--- src/rtl/taxi_pkg.sv ---
// Shared types and constants for the taxi trip sequencer.
package taxi_pkg;

   localparam int DIST_W = 16;

   localparam logic [2:0] DEF_INITCOST = 3'd6;
   localparam logic [2:0] DEF_PERCOST  = 3'd2;
   localparam logic [2:0] DEF_ADDMAIL  = 3'd3;

   typedef enum logic [2:0] {
      ST_IDLE   = 3'd0,
      ST_PRESET = 3'd1,
      ST_RUN    = 3'd2,
      ST_WAIT   = 3'd3,
      ST_DONE   = 3'd4
   } trip_state_e;

   // Distance never wraps: it sticks at all-ones once it gets there.
   function automatic logic [DIST_W-1:0] sat_inc(input logic [DIST_W-1:0] v);
      return (v == '1) ? v : v + 1'b1;
   endfunction

endpackage

--- src/rtl/taxi_trip_ctrl_if.sv ---
// Board-side controls, tariff configuration and fare-meter drive of the trip sequencer.
// master: the board/button side; slave: taxi_trip_ctrl.
interface taxi_trip_ctrl_if;
   import taxi_pkg::*;

   logic              start;
   logic              pause;
   logic              stop;
   logic              clear;
   logic              cfg_load;
   logic [2:0]        cfg_initcost;
   logic [2:0]        cfg_percost;
   logic [2:0]        cfg_addmail;
   logic              wheel_in;

   logic              meter_rst;
   logic              meter_set;
   logic [2:0]        meter_initcost;
   logic [2:0]        meter_percost;
   logic [2:0]        meter_addmail;
   logic [DIST_W-1:0] distance;
   logic              busy;
   logic              trip_done;

   modport master (
      output start, pause, stop, clear, cfg_load,
      output cfg_initcost, cfg_percost, cfg_addmail, wheel_in,
      input  meter_rst, meter_set, meter_initcost, meter_percost, meter_addmail,
      input  distance, busy, trip_done
   );

   modport slave (
      input  start, pause, stop, clear, cfg_load,
      input  cfg_initcost, cfg_percost, cfg_addmail, wheel_in,
      output meter_rst, meter_set, meter_initcost, meter_percost, meter_addmail,
      output distance, busy, trip_done
   );

endinterface

--- src/rtl/taxi_pulse_sync.sv ---
// Two-flop synchroniser for the raw wheel sensor followed by a rising-edge detector.
// rise is high for one clk, two edges after the raw input first rises.
module taxi_pulse_sync (
   input  logic clk,
   input  logic rst,
   input  logic sig_in,
   output logic rise
);

   // [0],[1]: synchroniser stages; [2]: previous synchronised value for edge detect
   logic [2:0] sh_q, sh_d;

   // Shift the sensor value through the synchroniser and history stage.
   always_comb begin
      sh_d = {sh_q[1:0], sig_in};
   end

   // Register the shift chain.
   always_ff @(posedge clk or posedge rst) begin
      if (rst) sh_q <= '0;
      else     sh_q <= sh_d;
   end

   assign rise = sh_q[1] & ~sh_q[2];

endmodule

--- src/rtl/taxi_trip_ctrl.sv ---
// Trip sequencer for the taxi fare meter: tariff latch, trip FSM and wheel-pulse distance count.
// Optional waiting-time fare: define WAIT_FARE_EN.
//
// state  | meaning
// -------+------------------------------------------------------------
// IDLE   | meter held (meter_rst=1); tariff may be loaded; wait for start
// PRESET | one-cycle meter_set strobe; distance and prescaler cleared
// RUN    | counted wheel edges advance prescaler and distance
// WAIT   | passenger wait; wheel ignored, prescaler held
// DONE   | trip over; distance frozen until clear returns to IDLE
module taxi_trip_ctrl
   import taxi_pkg::*;
#(
   parameter int PULSES_PER_UNIT = 10,
   parameter int WAIT_TICKS      = 50000
) (
   input  logic            clk,
   input  logic            rst,
   taxi_trip_ctrl_if.slave bus
);

   localparam int PRE_W = (PULSES_PER_UNIT > 1) ? $clog2(PULSES_PER_UNIT) : 1;
   localparam logic [PRE_W-1:0] PRE_MAX = PRE_W'(PULSES_PER_UNIT - 1);

   if (PULSES_PER_UNIT < 1 || WAIT_TICKS < 1) begin : g_param_chk
      $error("taxi_trip_ctrl: PULSES_PER_UNIT and WAIT_TICKS must be >= 1");
   end

   trip_state_e       state_q, state_d;
   logic [PRE_W-1:0]  pre_q, pre_d;
   logic [DIST_W-1:0] dist_q, dist_d;
   logic [2:0]        initcost_q, initcost_d;
   logic [2:0]        percost_q, percost_d;
   logic [2:0]        addmail_q, addmail_d;
   logic              meter_rst_q, meter_rst_d;
   logic              meter_set_q, meter_set_d;
   logic              busy_q, busy_d;
   logic              trip_done_q, trip_done_d;
   logic              wheel_rise;

`ifdef WAIT_FARE_EN
   localparam int TICK_W = (WAIT_TICKS > 1) ? $clog2(WAIT_TICKS) : 1;
   localparam logic [TICK_W-1:0] TICK_MAX = TICK_W'(WAIT_TICKS - 1);
   logic [TICK_W-1:0] tick_q, tick_d;
`endif

   taxi_pulse_sync u_wheel_sync (
      .clk    (clk),
      .rst    (rst),
      .sig_in (bus.wheel_in),
      .rise   (wheel_rise)
   );

   // Next-state, counter and tariff logic; outputs are decoded from the next state so they register with it.
   always_comb begin
      state_d    = state_q;
      pre_d      = pre_q;
      dist_d     = dist_q;
      initcost_d = initcost_q;
      percost_d  = percost_q;
      addmail_d  = addmail_q;
`ifdef WAIT_FARE_EN
      tick_d     = tick_q;
`endif

      case (state_q)
         ST_IDLE: begin
            if (bus.cfg_load) begin
               initcost_d = bus.cfg_initcost;
               percost_d  = bus.cfg_percost;
               addmail_d  = bus.cfg_addmail;
            end
            if (bus.start) state_d = ST_PRESET;
         end
         ST_PRESET: begin
            dist_d  = '0;
            pre_d   = '0;
            state_d = ST_RUN;
         end
         ST_RUN: begin
            // A wheel edge coinciding with stop/pause is dropped: the state change wins.
            if (bus.stop) begin
               state_d = ST_DONE;
            end else if (bus.pause) begin
               state_d = ST_WAIT;
`ifdef WAIT_FARE_EN
               tick_d  = '0;
`endif
            end else if (wheel_rise) begin
               if (pre_q == PRE_MAX) begin
                  pre_d  = '0;
                  dist_d = sat_inc(dist_q);
               end else begin
                  pre_d  = pre_q + 1'b1;
               end
            end
         end
         ST_WAIT: begin
            if (bus.stop) begin
               state_d = ST_DONE;
            end else begin
               if (!bus.pause) state_d = ST_RUN;
`ifdef WAIT_FARE_EN
               if (tick_q == TICK_MAX) begin
                  tick_d = '0;
                  dist_d = sat_inc(dist_q);
               end else begin
                  tick_d = tick_q + 1'b1;
               end
`endif
            end
         end
         ST_DONE: begin
            if (bus.clear) state_d = ST_IDLE;
         end
         default: state_d = ST_IDLE;
      endcase

      meter_rst_d = (state_d == ST_IDLE);
      meter_set_d = (state_d == ST_PRESET);
      busy_d      = (state_d == ST_PRESET) || (state_d == ST_RUN) || (state_d == ST_WAIT);
      trip_done_d = (state_d == ST_DONE) && (state_q != ST_DONE);
   end

   // State, counters, tariff and registered meter drive.
   always_ff @(posedge clk or posedge rst) begin
      if (rst) begin
         state_q     <= ST_IDLE;
         pre_q       <= '0;
         dist_q      <= '0;
         initcost_q  <= DEF_INITCOST;
         percost_q   <= DEF_PERCOST;
         addmail_q   <= DEF_ADDMAIL;
         meter_rst_q <= 1'b1;
         meter_set_q <= 1'b0;
         busy_q      <= 1'b0;
         trip_done_q <= 1'b0;
      end else begin
         state_q     <= state_d;
         pre_q       <= pre_d;
         dist_q      <= dist_d;
         initcost_q  <= initcost_d;
         percost_q   <= percost_d;
         addmail_q   <= addmail_d;
         meter_rst_q <= meter_rst_d;
         meter_set_q <= meter_set_d;
         busy_q      <= busy_d;
         trip_done_q <= trip_done_d;
      end
   end

`ifdef WAIT_FARE_EN
   // Waiting-time tick counter.
   always_ff @(posedge clk or posedge rst) begin
      if (rst) tick_q <= '0;
      else     tick_q <= tick_d;
   end
`endif

   assign bus.meter_rst      = meter_rst_q;
   assign bus.meter_set      = meter_set_q;
   assign bus.meter_initcost = initcost_q;
   assign bus.meter_percost  = percost_q;
   assign bus.meter_addmail  = addmail_q;
   assign bus.distance       = dist_q;
   assign bus.busy           = busy_q;
   assign bus.trip_done      = trip_done_q;

endmodule
--- src/flat_wrapper.sv ---
// flat-port wrapper written by rule: the top's interface ports become plain ports
module taxi_trip_ctrl_flat import taxi_pkg::*;
#(
   parameter int PULSES_PER_UNIT = 10,
   parameter int WAIT_TICKS      = 50000
)
  (clk, rst, bus_start, bus_pause, bus_stop, bus_clear, bus_cfg_load, bus_cfg_initcost, bus_cfg_percost, bus_cfg_addmail, bus_wheel_in, bus_meter_rst, bus_meter_set, bus_meter_initcost, bus_meter_percost, bus_meter_addmail, bus_distance, bus_busy, bus_trip_done);
  taxi_trip_ctrl_if bus_i ();
  input  logic clk;
  input  logic rst;
  input wire logic [$bits(bus_i.start)-1:0] bus_start;
  input wire logic [$bits(bus_i.pause)-1:0] bus_pause;
  input wire logic [$bits(bus_i.stop)-1:0] bus_stop;
  input wire logic [$bits(bus_i.clear)-1:0] bus_clear;
  input wire logic [$bits(bus_i.cfg_load)-1:0] bus_cfg_load;
  input wire logic [$bits(bus_i.cfg_initcost)-1:0] bus_cfg_initcost;
  input wire logic [$bits(bus_i.cfg_percost)-1:0] bus_cfg_percost;
  input wire logic [$bits(bus_i.cfg_addmail)-1:0] bus_cfg_addmail;
  input wire logic [$bits(bus_i.wheel_in)-1:0] bus_wheel_in;
  output wire logic [$bits(bus_i.meter_rst)-1:0] bus_meter_rst;
  output wire logic [$bits(bus_i.meter_set)-1:0] bus_meter_set;
  output wire logic [$bits(bus_i.meter_initcost)-1:0] bus_meter_initcost;
  output wire logic [$bits(bus_i.meter_percost)-1:0] bus_meter_percost;
  output wire logic [$bits(bus_i.meter_addmail)-1:0] bus_meter_addmail;
  output wire logic [$bits(bus_i.distance)-1:0] bus_distance;
  output wire logic [$bits(bus_i.busy)-1:0] bus_busy;
  output wire logic [$bits(bus_i.trip_done)-1:0] bus_trip_done;
  assign bus_i.start = bus_start;
  assign bus_i.pause = bus_pause;
  assign bus_i.stop = bus_stop;
  assign bus_i.clear = bus_clear;
  assign bus_i.cfg_load = bus_cfg_load;
  assign bus_i.cfg_initcost = bus_cfg_initcost;
  assign bus_i.cfg_percost = bus_cfg_percost;
  assign bus_i.cfg_addmail = bus_cfg_addmail;
  assign bus_i.wheel_in = bus_wheel_in;
  assign bus_meter_rst = bus_i.meter_rst;
  assign bus_meter_set = bus_i.meter_set;
  assign bus_meter_initcost = bus_i.meter_initcost;
  assign bus_meter_percost = bus_i.meter_percost;
  assign bus_meter_addmail = bus_i.meter_addmail;
  assign bus_distance = bus_i.distance;
  assign bus_busy = bus_i.busy;
  assign bus_trip_done = bus_i.trip_done;
  taxi_trip_ctrl #(.PULSES_PER_UNIT(PULSES_PER_UNIT), .WAIT_TICKS(WAIT_TICKS)) u_core (.clk(clk), .rst(rst), .bus(bus_i));
endmodule
--- config.mk ---
export PLATFORM = sky130hd
export DESIGN_NAME = taxi_trip_ctrl_flat
export DESIGN_NICKNAME = d
export VERILOG_FILES = /design/src/rtl/taxi_pkg.sv /design/src/rtl/taxi_trip_ctrl_if.sv /design/src/rtl/taxi_pulse_sync.sv /design/src/rtl/taxi_trip_ctrl.sv /design/src/flat_wrapper.sv
export SDC_FILE = /design/constraint.sdc
export NUM_CORES = 1
export LEC_CHECK = 0
export CORE_ASPECT_RATIO = 1.5
export CORE_MARGIN = 10
export CORE_UTILIZATION = 54
export DETAILED_ROUTE_END_ITERATION = 12
export DONT_BUFFER_PORTS = 1
export PLACE_DENSITY = 0.74
export SYNTH_ARGS = -nofsm -noshare
export SYNTH_HDL_FRONTEND = slang
export SYNTH_SLANG_ARGS = --single-unit
--- constraint.sdc ---
create_clock -name clk -period 1.6 [get_ports clk]
set_input_delay 0.24 -clock clk [delete_from_list [all_inputs] [get_ports clk]]
set_output_delay 0.24 -clock clk [all_outputs]
set_load 0.005 [all_outputs]
==> flow_metrics.env, run 1 <==
export IMPL_tightestPinTransition_ns=0.4992
export IMPL_design_area_sq_um=2676
export IMPL_placementRows=26
export IMPL_synth_top_cells_by_area="dfrtp_1, dfstp_2, mux2_2"
export IMPL_endpoint_kind="flop"
export IMPL_grt_pass1_vias=1930
export IMPL_place_gp_congestion=0.8708
export IMPL_worstSetupPathType="reg -> reg"
export IMPL_status="complete, but fails checks"
export IMPL_async_flop_share=1.000
export IMPL_synthFlopType="dfrtp_1"
export IMPL_syn_nets=211
export IMPL_dp_hpwl_microns=4009
export IMPL_num_antenna_cells=0
export IMPL_finalWorstSetupSlack_ns=-0.1863
export IMPL_root_buffer="clkbuf_8"
export IMPL_grt_pass1_wl_microns=8956
export IMPL_layout_common_cells="buf_4, dfrtp_1, nand2_1"
export IMPL_ff_latch_area_sq_um=985.9
export IMPL_post_drt_wl_per_cell_microns=20.20
export IMPL_period_share=1.116
export IMPL_clock_skew_ns=0.01084
export IMPL_slew_headroom=0.6672
export IMPL_area_delta_synth_final_pct=37.64
export IMPL_rsz0062_at_grt="yes"
export IMPL_place_area_sq_um=2285
export IMPL_critPathLaunchType="flop"
export IMPL_die_area_sq_um=6450
export IMPL_synth_edf_count=0
export IMPL_synth_cell_types=44
export IMPL_cts_sinks=39
export IMPL_drv_slew=0
export IMPL_ioPinCount=46
export IMPL_violations="negative setup slack"
export IMPL_fillers=222
export IMPL_setup_violations=16
export IMPL_critPathRequiredTime_ns=1.84
export IMPL_crit_arrival_ns=2.02
export IMPL_numPortBuffers=0
export IMPL_dr_first_iter_drc_count=118
export IMPL_routed_wl_microns=5778
export IMPL_via_per_inst=6.378
export IMPL_layout_drive_gt1_share=0.4467
export IMPL_reg2reg_depth=6
export IMPL_cts_clk_slew_worst_paths_ns=0.08
export IMPL_core_sq_um=3448
export IMPL_synth_top_area_share=0.4247
export IMPL_period_needed_ns=1.786
export IMPL_grt_max_degree=40
export IMPL_die_h_microns=93.49
export IMPL_grt_antenna_before_repair=0
export IMPL_power_density_nw_per_um2=1468
export IMPL_syn_area_sq_um=1944
export IMPL_detail_route_antenna_nets=0
export IMPL_clk_path_buf_depth=2
export IMPL_grt_util_all_layers=0.1785
export IMPL_hold_viol=0
export IMPL_clock_latency_ns=0.29
export IMPL_initial_core_util=0.5639
export IMPL_synth_top_area_cell="dfrtp_1"
export IMPL_nNetsFinal=263
export IMPL_vias=1824
export IMPL_ir_drop_uv=942.6
export IMPL_layout_commonest_cell="buf_4"
export IMPL_yosysWarnings=0
export IMPL_hold_class="in -> reg"
export IMPL_ys_seq_area_frac=0.5058
export IMPL_ys_ff_latch=39
export IMPL_numCtsBuffers=5
export IMPL_cellLeakagePower_nw=1.140
export IMPL_overflow=0
export IMPL_htreeDepth=2
export IMPL_cts_tree="yes"
export IMPL_holdPathStages=1
export IMPL_synthCells=191
export IMPL_fp_dieW_microns=69.00
export IMPL_firstDrtPassIters=4
export IMPL_hold_slack_ns=0.09956
export IMPL_path_max_fanout=4
export IMPL_maxCapViolCount=0
export IMPL_drc=0
export IMPL_avgSynthCellArea_sq_um=10.18
export IMPL_max_freq_mhz=559.8
export IMPL_multi_input_area_sq_um=1066
==> critical path: stages (launching register included) <==
cell	delay (ns)
dfrtp_2	0.43
nor4b_4	0.32
nand2_1	0.20
nor4_1	0.30
buf_4	0.21
and3b_1	0.18
a211o_1	0.10
==> stage by stage <==
step           utilization  cells  setup TNS (ns)  worst slack [ns]  power, mW
2_1_floorplan            -    191         -0.8348          -0.08809      2.235
3_3_place_gp        0.6626    267          -2.906           -0.2119      2.627
3_5_place_dp        0.6626    267          -3.949           -0.2932      2.709
4_1_cts             0.7326    280          -1.587           -0.1509      3.762
5_1_grt             0.7761    286          -3.203           -0.2924      4.174
6_report            0.7761    286          -1.531           -0.1863      3.929
==> registers in the layout, summed over array words and instances, names as in the netlist <==
register / cells
u_core.bus.busy: 1
u_core.bus.distance: 16
u_core.bus.meter_addmail: 3
u_core.bus.meter_initcost: 3
u_core.bus.meter_percost: 3
u_core.bus.meter_rst: 1
u_core.bus.meter_set: 1
u_core.bus.trip_done: 1
u_core.pre_q: 4
u_core.state_q: 3
u_core.u_wheel_sync.sh_q: 3
==> synth_stat cells (2+ instances only) <==
| cell | instances |
|---|---|
| nor3b_1 | 2 |
| mux2_2 | 9 |
| o31ai_1 | 2 |
| dfrtp_1 | 33 |
| a32oi_1 | 4 |
| nor4_1 | 4 |
| nand2b_1 | 2 |
| a21oi_1 | 10 |
| and2_1 | 4 |
| and3b_1 | 2 |
| o211ai_1 | 4 |
| ha_1 | 3 |
| dfstp_2 | 6 |
| clkbuf_1 | 2 |
| mux2i_1 | 3 |
| nand3_1 | 9 |
| and3_1 | 2 |
| nand2_1 | 20 |
| nor3_1 | 4 |
| a41oi_1 | 4 |
| nand4_1 | 6 |
| nor2_1 | 13 |
| buf_2 | 5 |
| a22oi_1 | 2 |
| a31oi_1 | 2 |
| inv_1 | 8 |
| o21ai_0 | 9 |
==> cell type report <==
cell class | count | share of cell area
flip-flops and latches | 39 | 0.3684
clock buffers | 6 | 0.03086
well taps | 42 | 0.01964
multi-input cells | 137 | 0.3983
inverters | 8 | 0.01122
repair buffers | 52 | 0.1585
clock inverters | 2 | 0.01309
==> worst paths after layout <==
check | endpoint | start | slack [ns]
worst max-delay path | u_core.bus.distance[2]$_DFFE_PP0P_ | u_core.state_q[0]$_DFF_PP0_ | -0.19
worst min-delay path | u_core.bus.meter_initcost[0]$_DFFE_PP0P_ | bus_cfg_initcost[0] | 0.1
worst max register to register | u_core.bus.distance[2]$_DFFE_PP0P_ | u_core.state_q[0]$_DFF_PP0_ | -0.19
worst min register to register | u_core.u_wheel_sync.sh_q[1]$_DFF_PP0_ | u_core.u_wheel_sync.sh_q[0]$_DFF_PP0_ | 0.36
max in group asynchronous | u_core.bus.meter_rst$_DFF_PP1_ | rst | 0.71
min in group asynchronous | u_core.bus.distance[7]$_DFFE_PP0P_ | rst | 0.52
==> power by group <==
part / internal (mW) / switching, mW / total (mW)
Combinational: 0.773 / 0.755 / 1.53
Clock: 0.505 / 0.346 / 0.851
Sequential: 1.31 / 0.241 / 1.55
==> timing repair <==
item,4_1_cts,5_1_grt
setup buffers,2,6
pin swaps,11,9
hold buffers,2,0
gates cloned,1,0
setup endpoints to repair,17,29
resized for setup,18,23
hold endpoints to repair,34,0
==> layer usage <==
metal | global-route usage | share of wire | up-vias
li1 | - | - | 810
met1 | 0.1748 | 0.34 | 885
met2 | 0.3119 | 0.52 | 104
met3 | 0.04898 | 0.094 | 25
met4 | 0.1106 | 0.042 | 0
met5 | 0 | 0 | -
==> cell families after synthesis <==
kind of cell	share of synthesized area
compound gates	0.1577
xor+xnor	0.004505
fa+ha+maj	0.01931
buf+inv	0.03797
flops	0.5058
mux	0.06757
simple gates	0.2072
Power figures use the tool's default switching activity.
==> run 2, diff against run 1 <==
- RECOVER_POWER: default -> 25
==> flow_metrics.env, run 2 (synthesis results as in run 1) <==
export IMPL_drv_slew=0
export IMPL_power_density_nw_per_um2=1469
export IMPL_drc=0
export IMPL_overflow=0
export IMPL_layout_commonest_cell="buf_4"
export IMPL_cts_clk_slew_worst_paths_ns=0.08
export IMPL_grt_pass1_wl_microns=8956
export IMPL_period_share=1.115
export IMPL_setup_violations=16
export IMPL_worstSetupPathType="reg -> reg"
export IMPL_slew_headroom=0.3470
export IMPL_critPathRequiredTime_ns=1.84
export IMPL_grt_pass1_vias=1930
export IMPL_status="complete, but fails checks"
export IMPL_ir_drop_uv=942.4
export IMPL_endpoint_kind="flop"
export IMPL_max_freq_mhz=560.6
export IMPL_critPathLaunchType="flop"
export IMPL_numPortBuffers=0
export IMPL_violations="negative setup slack"
export IMPL_fp_dieW_microns=69.00
export IMPL_area_delta_synth_final_pct=37.52
export IMPL_clock_latency_ns=0.29
export IMPL_crit_arrival_ns=2.02
export IMPL_period_needed_ns=1.784
export IMPL_clock_skew_ns=0.01089
export IMPL_layout_drive_gt1_share=0.4467
export IMPL_cellLeakagePower_nw=1.139
export IMPL_place_gp_congestion=0.8708
export IMPL_placementRows=26
export IMPL_path_max_fanout=4
export IMPL_finalWorstSetupSlack_ns=-0.1839
export IMPL_clk_path_buf_depth=2
export IMPL_die_h_microns=93.49
export IMPL_htreeDepth=2
export IMPL_num_antenna_cells=0
export IMPL_grt_util_all_layers=0.1785
export IMPL_numCtsBuffers=5
export IMPL_initial_core_util=0.5639
export IMPL_rsz0062_at_grt="yes"
export IMPL_routed_wl_microns=5779
export IMPL_ioPinCount=46
export IMPL_p_total_mw=3.928
export IMPL_tightestPinTransition_ns=0.9795
export IMPL_core_sq_um=3448
export IMPL_grt_antenna_before_repair=0
export IMPL_dp_hpwl_microns=4009
export IMPL_cts_tree="yes"
export IMPL_fillers=221
export IMPL_post_drt_wl_per_cell_microns=20.21
export IMPL_nNetsFinal=263
export IMPL_hold_class="in -> reg"
export IMPL_grt_max_degree=40
export IMPL_cts_sinks=39
export IMPL_root_buffer="clkbuf_8"
export IMPL_maxCapViolCount=0
export IMPL_largest_reg_flops=16
export IMPL_final_util=0.7754
export IMPL_firstDrtPassIters=4
export IMPL_dr_first_iter_drc_count=118
export IMPL_die_area_sq_um=6450
export IMPL_detail_route_antenna_nets=0
export IMPL_hold_viol=0
export IMPL_vias=1828
export IMPL_via_per_inst=6.392
export IMPL_layout_common_cells="buf_4, dfrtp_1, nand2_1"
==> run 2: cell count changes in the layout (fill, tap and decap cells not counted), sizes merged <==
cell	before	now
buf	50	49
clkbuf	6	7
==> run 2: per-layer routing <==
metal,global-route usage,routed length [microns]
met5,0,0
met4,0.1106,247
met1,0.1748,1990
met3,0.04898,543
met2,0.3119,2998
==> run 2: metrics by stage <==
step | TNS [ns] | area (sq um) | instances | hold WS (ns) | setup slack (ns)
final | -1.532 | 2674 | 286 | 0.09986 | -0.1839
after global routing | -3.203 | 2674 | 286 | 0.07953 | -0.2924
after CTS | -1.587 | 2526 | 280 | 0.09096 | -0.1509
after detailed placement | -3.949 | 2285 | 267 | 0.2715 | -0.2932
after global placement | -2.906 | 2285 | 267 | 0.2691 | -0.2119
after floorplan | -0.8348 | 1948 | 191 | 0.2714 | -0.08809
==> run 2: critical path: stages (launching register included) <==
cell and delay [ns]:
dfrtp_2 0.43, nor4b_4 0.32, nand2_1 0.20, nor4_1 0.29, buf_4 0.21, and3b_1 0.18
a211o_1 0.10
==> run 2: timing repair <==
item,in CTS,in global routing
pin swaps,11,9
resized for setup,18,23
cloned,1,0
hold endpoints to repair,34,0
setup buffers,2,6
setup endpoints to repair,17,29
hold buffers,2,0
==> run 2: final timing paths <==
check	from	end	slack, ns	depth (start not counted)
max	u_core.state_q[0]$_DFF_PP0_	u_core.bus.distance[2]$_DFFE_PP0P_	-0.18	6
min	bus_cfg_initcost[0]	u_core.bus.meter_initcost[0]$_DFFE_PP0P_	0.1	1
max reg2reg	u_core.state_q[0]$_DFF_PP0_	u_core.bus.distance[2]$_DFFE_PP0P_	-0.18	6
min reg2reg	u_core.u_wheel_sync.sh_q[0]$_DFF_PP0_	u_core.u_wheel_sync.sh_q[1]$_DFF_PP0_	0.36	0
max in group asynchronous	rst	u_core.state_q[0]$_DFF_PP0_	0.24	3
min in group asynchronous	rst	u_core.bus.distance[7]$_DFFE_PP0P_	0.70	3
==> run 2: area by class of cell <==
| cell class | instances | area, sq um | area share |
|---|---|---|---|
| well taps | 42 | 52.55 | 0.01965 |
| repair buffers | 52 | 421.7 | 0.1577 |
| clock inverters | 2 | 35.03 | 0.01310 |
| clock buffers | 6 | 82.58 | 0.03088 |
| multi-input cells | 137 | 1066 | 0.3987 |
| flip-flops and latches | 39 | 985.9 | 0.3687 |
| inverters | 8 | 30.03 | 0.01123 |
==> run 2: power breakdown <==
group          total (mW)  leakage, nW  internal, mW  switching [mW]
combinational        1.53        0.582         0.772           0.756
sequential           1.55        0.496          1.31           0.241
clock               0.850       0.0612         0.505           0.346
total                3.93         1.14          2.59            1.34
==> run 3, diff against run 2 <==
--- a/config.mk
+++ b/config.mk
@@ -14,2 +14,3 @@
 export RECOVER_POWER = 25
+export SKIP_CTS_REPAIR_TIMING = 1
 export SYNTH_ARGS = -nofsm -noshare
==> constraint.sdc (replaced) <==
create_clock -name clk -period 1.6 [get_ports clk]
set_input_delay 0.4 -clock clk [delete_from_list [all_inputs] [get_ports clk]]
set_output_delay 0.4 -clock clk [all_outputs]
set_load 0.005 [all_outputs]
==> flow_metrics.env, run 3 (synthesis results as in run 1) <==
export IMPL_fillers=231
export IMPL_grt_pass1_wl_microns=8645
export IMPL_route_met3_wl_microns=586
export IMPL_path_max_fanout=5
export IMPL_layout_commonest_cell="buf_4"
export IMPL_initial_core_util=0.5639
export IMPL_grt_pass1_vias=1806
export IMPL_routed_wl_microns=5970
export IMPL_cts_tree="yes"
export IMPL_dr_first_iter_drc_count=147
export IMPL_hold_slack_ns=0.1294
export IMPL_hold_viol=0
export IMPL_htreeDepth=2
export IMPL_status="complete, but fails checks"
export IMPL_tightestPinTransition_ns=0.9866
export IMPL_dp_hpwl_microns=4013
export IMPL_setup_worst_path_start="u_core.pre_q[1]$_DFFE_PP0P_"
export IMPL_layout_common_cells="buf_4, dfrtp_1, nand2_1"
export IMPL_drv_slew=0
export IMPL_reg2reg_depth=7
export IMPL_grt_util_all_layers=0.1717
export IMPL_critPathRequiredTime_ns=1.77
export IMPL_cts_sinks=39
export IMPL_drc=0
export IMPL_cellLeakagePower_nw=1.129
export IMPL_endpoint_kind="flop"
export IMPL_ir_drop_uv=927.2
export IMPL_grt_antenna_before_repair=0
export IMPL_clk_path_buf_depth=2
export IMPL_largest_reg_flops=16
export IMPL_placementRows=26
export IMPL_max_freq_mhz=578.1
export IMPL_overflow=0
export IMPL_clock_latency_ns=0.29
export IMPL_firstDrtPassIters=5
export IMPL_r2r_end="u_core.bus.distance[13]$_DFFE_PP0P_"
export IMPL_fin_setup_tns_ns=-1.245
export IMPL_power_density_nw_per_um2=1518
export IMPL_slew_headroom=0.3423
export IMPL_grt_max_degree=40
export IMPL_rsz0062_at_grt="yes"
export IMPL_core_sq_um=3448
export IMPL_violations="negative setup slack"
export IMPL_numCtsBuffers=5
export IMPL_drt_met1_wl_microns=2044
export IMPL_hold_class="in -> reg"
export IMPL_numPortBuffers=0
export IMPL_dr_wl_met2_microns=3233
export IMPL_r2r_start="u_core.pre_q[1]$_DFFE_PP0P_"
export IMPL_worstSetupPathType="reg -> reg"
export IMPL_root_buffer="clkbuf_8"
export IMPL_vias=1813
export IMPL_die_h_microns=93.49
export IMPL_finalWorstSetupSlack_ns=-0.1298
export IMPL_detail_route_antenna_nets=0
export IMPL_top_layer_used="met4"
export IMPL_maxCapViolCount=0
export IMPL_num_antenna_cells=0
export IMPL_post_drt_wl_per_cell_microns=21.02
export IMPL_endpoint="u_core.bus.distance[13]$_DFFE_PP0P_"
export IMPL_nNetsFinal=261
export IMPL_r2r_slack_ns=-0.13
export IMPL_fp_dieW_microns=69.00
export IMPL_area_delta_synth_final_pct=35.01
export IMPL_period_needed_ns=1.730
export IMPL_via_per_inst=6.384
export IMPL_setup_violations=14
export IMPL_layout_drive_gt1_share=0.4256
export IMPL_ioPinCount=46
export IMPL_crit_arrival_ns=1.90
export IMPL_place_gp_congestion=0.8708
export IMPL_critPathLaunchType="flop"
export IMPL_clock_skew_ns=0.005507
export IMPL_die_area_sq_um=6450
export IMPL_holdPathStages=0
export IMPL_cts_clk_slew_worst_paths_ns=0.08
export IMPL_period_share=1.081
==> run 3: how the worst min path moves through the flow <==
stage                                           from                                     to  slack, ns
6_report                                bus_wheel_in  u_core.u_wheel_sync.sh_q[0]$_DFF_PP0_       0.13
5_1_grt                                 bus_wheel_in  u_core.u_wheel_sync.sh_q[0]$_DFF_PP0_       0.12
2_1_floorplan  u_core.u_wheel_sync.sh_q[0]$_DFF_PP0_  u_core.u_wheel_sync.sh_q[1]$_DFF_PP0_       0.33
3_5_place_dp   u_core.u_wheel_sync.sh_q[0]$_DFF_PP0_  u_core.u_wheel_sync.sh_q[1]$_DFF_PP0_       0.34
4_1_cts                                          rst     u_core.bus.distance[2]$_DFFE_PP0P_       0.12
3_3_place_gp   u_core.u_wheel_sync.sh_q[0]$_DFF_PP0_  u_core.u_wheel_sync.sh_q[1]$_DFF_PP0_       0.33
==> run 3: area by class of cell <==
class                   instances  area [sq um]  area share
clock buffers                   6         72.57     0.02765
well taps                      42         52.55     0.02002
inverters                       8         30.03     0.01144
clock inverters                 2         60.06     0.02288
flip-flops and latches         39         985.9      0.3756
repair buffers                 50         397.9      0.1516
multi-input cells             137          1026      0.3908
==> run 3: critical path: stages (launching register included) <==
cell and delay, ns:
dfrtp_1 0.39, inv_2 0.08, ha_4 0.12, and3b_2 0.22
a21oi_4 0.09, or3_4 0.45, a21oi_4 0.17, a31oi_1 0.10
==> run 3: power breakdown <==
group	switching (mW)	internal, mW	leakage, nW
Clock	0.349	0.623	0.0654
Combinational	0.743	0.715	0.568
Sequential	0.246	1.31	0.496
Total	1.34	2.65	1.13
==> run 3: layer usage <==
layer  vias up  global-route usage
li1        807                   -
met1       890              0.1706
met2       100              0.3142
met3        16             0.05137
met4         0             0.06436
met5         -                   0
==> run 3: metrics by stage <==
step | setup slack (ns) | util | power (mW) | area [sq um] | instances
after detailed placement | -0.2721 | 0.6626 | 2.710 | 2285 | 267
after floorplan | -0.08809 | - | 2.235 | 1948 | 191
after global placement | -0.2124 | 0.6626 | 2.627 | 2285 | 267
after global routing | -0.2093 | 0.7612 | 4.218 | 2625 | 284
after CTS | -0.2908 | 0.7010 | 3.689 | 2417 | 275
final | -0.1298 | 0.7612 | 3.986 | 2625 | 284
